**config.mk**
```make
export PLATFORM = sky130hd
export DESIGN_NAME = vga_sync_gen
export DESIGN_NICKNAME = d
export VERILOG_FILES = /design/src/rtl/vga_sync_gen.sv
export SDC_FILE = /design/constraint.sdc
export NUM_CORES = 1
export LEC_CHECK = 0
export ABC_AREA = 1
export ABC_CLOCK_PERIOD_IN_PS = 2150
export CAP_MARGIN = 20
export CORE_MARGIN = 2
export CORE_UTILIZATION = 45
export CTS_BUF_LIST = sky130_fd_sc_hd__clkbuf_8 sky130_fd_sc_hd__clkbuf_16
export DETAILED_ROUTE_END_ITERATION = 10
export HOLD_SLACK_MARGIN = 0.1
export PLACE_DENSITY = 0.74
export RECOVER_POWER = 25
export SLEW_MARGIN = 10
export SYNTH_ARGS = -nofsm -noshare
export SYNTH_HDL_FRONTEND = slang
export SYNTH_SLANG_ARGS = --single-unit
export TNS_END_PERCENT = 100
```
**constraint.sdc**
```tcl
create_clock -name clk -period 2.15 [get_ports clk]
set_input_delay 0.645 -clock clk [delete_from_list [all_inputs] [get_ports clk]]
set_output_delay 0.645 -clock clk [all_outputs]
set_load 0.02 [all_outputs]
```
**src/rtl/vga_sync_gen.sv**
```systemverilog
// vga_sync_gen: raster timing generator for the text/tile display stage.
//
// Divides clk into a one-cycle pixel enable (p_tick) and runs horizontal and
// vertical counters that advance only on that enable. Sync outputs are
// registered from the next-state counts, so they switch on the same edge as
// the coordinates.
//
// Ports:
//   clk       in   system clock
//   reset     in   synchronous, active-high reset
//   p_tick    out  pixel enable, high one clk in every TICK_DIV
//   pixel_x   out  horizontal count, 0..H_TOTAL-1 (straight from register)
//   pixel_y   out  vertical count, 0..V_TOTAL-1 (straight from register)
//   video_on  out  high inside the visible H_DISPLAY x V_DISPLAY area
//   hsync     out  horizontal sync, asserted level SYNC_ACTIVE
//   vsync     out  vertical sync, asserted level SYNC_ACTIVE
//   frame_end out  high on the tick that wraps the raster back to (0,0)
module vga_sync_gen #(
    parameter int H_DISPLAY   = 640,
    parameter int H_FRONT     = 16,
    parameter int H_SYNC      = 96,
    parameter int H_BACK      = 48,
    parameter int V_DISPLAY   = 480,
    parameter int V_FRONT     = 10,
    parameter int V_SYNC      = 2,
    parameter int V_BACK      = 33,
    parameter int TICK_DIV    = 2,
    parameter int SYNC_ACTIVE = 0
) (
    input  logic       clk,
    input  logic       reset,
    output logic       p_tick,
    output logic [9:0] pixel_x,
    output logic [9:0] pixel_y,
    output logic       video_on,
    output logic       hsync,
    output logic       vsync,
    output logic       frame_end
);

    localparam int H_TOTAL = H_DISPLAY + H_FRONT + H_SYNC + H_BACK;
    localparam int V_TOTAL = V_DISPLAY + V_FRONT + V_SYNC + V_BACK;
    // A one-bit divider is kept even for TICK_DIV = 1; it simply stays at 0.
    localparam int DIV_W   = (TICK_DIV > 1) ? $clog2(TICK_DIV) : 1;

    localparam logic [DIV_W-1:0] DIV_LAST = DIV_W'(TICK_DIV - 1);
    localparam logic [9:0] H_LAST   = 10'(H_TOTAL - 1);
    localparam logic [9:0] V_LAST   = 10'(V_TOTAL - 1);
    localparam logic [9:0] HS_START = 10'(H_DISPLAY + H_FRONT);
    localparam logic [9:0] HS_END   = 10'(H_DISPLAY + H_FRONT + H_SYNC - 1);
    localparam logic [9:0] VS_START = 10'(V_DISPLAY + V_FRONT);
    localparam logic [9:0] VS_END   = 10'(V_DISPLAY + V_FRONT + V_SYNC - 1);
    localparam logic [9:0] H_VIS    = 10'(H_DISPLAY);
    localparam logic [9:0] V_VIS    = 10'(V_DISPLAY);
    localparam logic       SYNC_ON  = (SYNC_ACTIVE != 0);

    logic [DIV_W-1:0] div_q, div_d;
    logic             p_tick_q, p_tick_d;
    logic [9:0]       h_q, h_d;
    logic [9:0]       v_q, v_d;
    logic             hsync_q, hsync_d;
    logic             vsync_q, vsync_d;
    logic             frame_end_q, frame_end_d;

    // Next-state logic for divider, raster counters and registered outputs.
    always_comb begin
        div_d       = div_q;
        p_tick_d    = 1'b0;
        h_d         = h_q;
        v_d         = v_q;
        hsync_d     = ~SYNC_ON;
        vsync_d     = ~SYNC_ON;
        frame_end_d = 1'b0;

        if (div_q == DIV_LAST) begin
            div_d = '0;
        end else begin
            div_d = div_q + DIV_W'(1);
        end

        // The tick is a registered compare of the current divider value, so
        // it lands TICK_DIV edges after reset release.
        p_tick_d = (div_q == DIV_LAST);

        if (p_tick_q) begin
            if (h_q == H_LAST) begin
                h_d = 10'd0;
                if (v_q == V_LAST) begin
                    v_d = 10'd0;
                end else begin
                    v_d = v_q + 10'd1;
                end
            end else begin
                h_d = h_q + 10'd1;
                v_d = v_q;
            end
        end else begin
            h_d = h_q;
            v_d = v_q;
        end

        // Syncs decode the next-state counts so they flip with the counters.
        if ((h_d >= HS_START) && (h_d <= HS_END)) begin
            hsync_d = SYNC_ON;
        end else begin
            hsync_d = ~SYNC_ON;
        end

        if ((v_d >= VS_START) && (v_d <= VS_END)) begin
            vsync_d = SYNC_ON;
        end else begin
            vsync_d = ~SYNC_ON;
        end

        // Flag the cycle that will carry the wrapping tick at (H_LAST,V_LAST).
        frame_end_d = p_tick_d && (h_d == H_LAST) && (v_d == V_LAST);
    end

    // State register with synchronous reset.
    always_ff @(posedge clk) begin
        if (reset) begin
            div_q       <= '0;
            p_tick_q    <= 1'b0;
            h_q         <= 10'd0;
            v_q         <= 10'd0;
            hsync_q     <= ~SYNC_ON;
            vsync_q     <= ~SYNC_ON;
            frame_end_q <= 1'b0;
        end else begin
            div_q       <= div_d;
            p_tick_q    <= p_tick_d;
            h_q         <= h_d;
            v_q         <= v_d;
            hsync_q     <= hsync_d;
            vsync_q     <= vsync_d;
            frame_end_q <= frame_end_d;
        end
    end

    assign p_tick    = p_tick_q;
    assign pixel_x   = h_q;
    assign pixel_y   = v_q;
    assign video_on  = (h_q < H_VIS) && (v_q < V_VIS);
    assign hsync     = hsync_q;
    assign vsync     = vsync_q;
    assign frame_end = frame_end_q;

endmodule
```
==> impl_metrics.csv <==
group,metric,value,unit
logic_synthesis,yosys_warnings,0,
placement,place_inst,323,
power_and_ir_drop,ir_drop,302,uV
cells_and_area,nets,287,
grt,grt.total_usage,0.212,
detailed_routing,top_layer,"met4",
sta,rsz0062_at_grt,"no",
critical_path,critical_path.cell_chain,"clkdlybuf4s50_1",
critical_path,criticalPathCategory,"reg -> out",
floorplan,initial_core_util,0.463,
cts,cts_tree,"done",
placement,dpl.hpwl,2.89,mm
grt,grt_pass1_vias,1508,
detailed_routing,met3_length,317,um
cells_and_area,instances_no_fill,327,
placement,io_buffer_count,26,
sta,fin_ws,0.118,ns
hold_path,holdCritPathClass,"reg -> reg",
critical_path,path_delay_family,"buffers and inverters",
grt,grt_pass1_wl,6.67,mm
logic_synthesis,synth_cell_types,26,
sta,tns,0,ns
cts,clock_sinks,25,
logic_synthesis,syn_inst,252,
sta,hold_violations,0,
power_and_ir_drop,p_leak,0.814,nW
critical_path,crit_fanout,6,
cts,htreeDepth,1,
logic_synthesis,synth_top_area_share,0.327,
job,drv_cap,0,
sta,setup_viol,0,
logic_synthesis,synth_largest_area_cell,"dfxtp_1",
cts,clockRootBuffer,"clkbuf_8",
critical_path,arrival,1.39,ns
logic_synthesis,ys_ff_latch,25,
sta,skew,0.0101,ns
critical_path,path_buf_inv,1,
placement,gp_congestion,0.932,
sta,period_minus_slack,2.03,ns
critical_path,cpPeakStageDelay,0.65,ns
floorplan,die_h,62.3,um
detailed_routing,wl_met2,1.66,mm
cells_and_area,synthToLayoutAreaGrowth,23.0,%
floorplan,ioPinCount,27,
cts,ctsHoldBuffers,0,
detailed_routing,wl_per_cell,11.5,um
cells_and_area,final_common_cell,"nand2_1",
power_and_ir_drop,powerDensity,424,mW/mm^2
sta,tightest_slew,0.341,ns
outcome,status,"complete, no violations",
detailed_routing,drt_first_iter_violations,100,
logic_synthesis,synth_nets,257,
logic_synthesis,yosys-top-cells-area,"dfxtp_1 (33%), nand2_1 (18%), nor2_1 (12%)",
floorplan,core,0.00331,mm^2
grt,antenna_found_initial,0,
critical_path,crit_path_start_kind,"flop",
detailed_routing,finalWirelength,3.76,mm
grt,overflow,0,
cells_and_area,drive_above_1_share,0.0712,
floorplan,rows,21,
cts,clk_pin_slew,0.08,ns
grt,grt_max_degree,18,
logic_synthesis,avgSynthCellArea,6.08,um^2
cts,numCtsBuffers,3,
cells_and_area,fin_util,0.569,
detailed_routing,routedLengthMet1,1.74,mm
detailed_routing,num_vias,1621,
sta,period_share,0.945,
sta,report.final.slew_viol_count,0,
sta,slew_headroom,0.772,
cells_and_area,mostFrequentLayoutCells,"nand2_1 (74), nor2_1 (49), inv_1 (32)",
logic_synthesis,synth_area,0.00153,mm^2
critical_path,cp.required,1.50,ns
placement,dpl_worst_slack,0.197,ns
cts,clk_latency,0.27,ns
floorplan,die_width,62.3,um
floorplan,dieArea,0.00389,mm^2
detailed_routing,via_per_inst,4.96,
detailed_routing,first_pass_iters,4,
logic_synthesis,ys_seq_area_frac,0.327,
critical_path,end_kind,"primary output",
critical_path,cpMaxStageDelayCell,"clkdlybuf4s50_1",
cells_and_area,antenna_cells,0,
detailed_routing,drt_drc_violations_left,0,
cts,max-clock-path-buffers,2,
sta,max_freq,0.492,GHz
detailed_routing,postRouteAntennaNets,0,
-- flip-flops by register name, indices dropped and copies added (netlist names) --
register,count
div_q,1
pixel_y,10
p_tick,1
pixel_x,10
vsync,1
hsync,1
frame_end,1
-- synth_stat cells, drive strengths merged --
cell	number
nand2	76
dfxtp	25
ha	3
xor2	3
buf	1
nand3	23
o21bai	1
o21ai	4
or2	2
inv	35
a21oi	4
nand3b	2
nor3	4
nand4	11
nor2	55
clkinv	1
clkbuf	2
-- layout make-up --
type / instances / area (um^2)
Fill cell: 345 / 1430
Sequential cell: 25 / 500
Clock inverter: 1 / 5.00
Clock buffer: 3 / 41.3
Tap cell: 46 / 57.6
Timing Repair Buffer: 28 / 274
Inverter: 36 / 135
Multi-Input combinational cell: 188 / 870
-- power by group --
| group | internal (mW) | switching [mW] | leakage [nW] |
|---|---|---|---|
| clock network | 0.130 | 0.154 | 0.0255 |
| registers | 0.467 | 0.00395 | 0.202 |
| logic | 0.0152 | 0.0280 | 0.586 |
| total | 0.612 | 0.186 | 0.814 |
-- through the flow --
stage / power [mW] / hold WS (ns) / cell area (um^2)
final: 0.799 / 0.413 / 1880
after global routing: 0.841 / 0.451 / 1880
after detailed placement: 0.526 / 0.401 / 1850
after floorplan: 0.509 / 0.393 / 1530
after global placement: 0.525 / 0.400 / 1850
after CTS: 0.806 / 0.414 / 1890
-- final timing paths --
| check | slack [ns] | start | cells past startpoint | end |
|---|---|---|---|---|
| max | 0.12 | pixel_x[7] | 1 | pixel_x[7] |
| min | 0.41 | div_q | 1 | div_q |
| max reg2reg | 0.29 | pixel_x[0] | 9 | vsync |
| min reg2reg | 0.41 | div_q | 1 | div_q |
-- routing by layer --
metal	global-route usage	vias to the layer above
li1	-	848
met2	0.321	65
met4	0.100	0
met1	0.293	704
met5	0	-
met3	0.0399	4
-- logic make-up (layout without fill, tap and decap cells) --
family / Yosys count / after routing / synth area share
xor gates and xnor gates: 3 / 3 / 0.0172
adders and majority gates: 3 / 3 / 0.0245
and+or+nand+nor: 173 / 173 / 0.502
buffers and inverters: 39 / 68 / 0.0980
DFF: 25 / 25 / 0.327
AOI/OAI and AO/OA: 9 / 9 / 0.0310
-- timing repair --
item,in CTS,in global routing
setup buffers,0,0
gates resized for setup,1,0
setup endpoints to repair,1,0
Power figures use the tool's default switching activity.
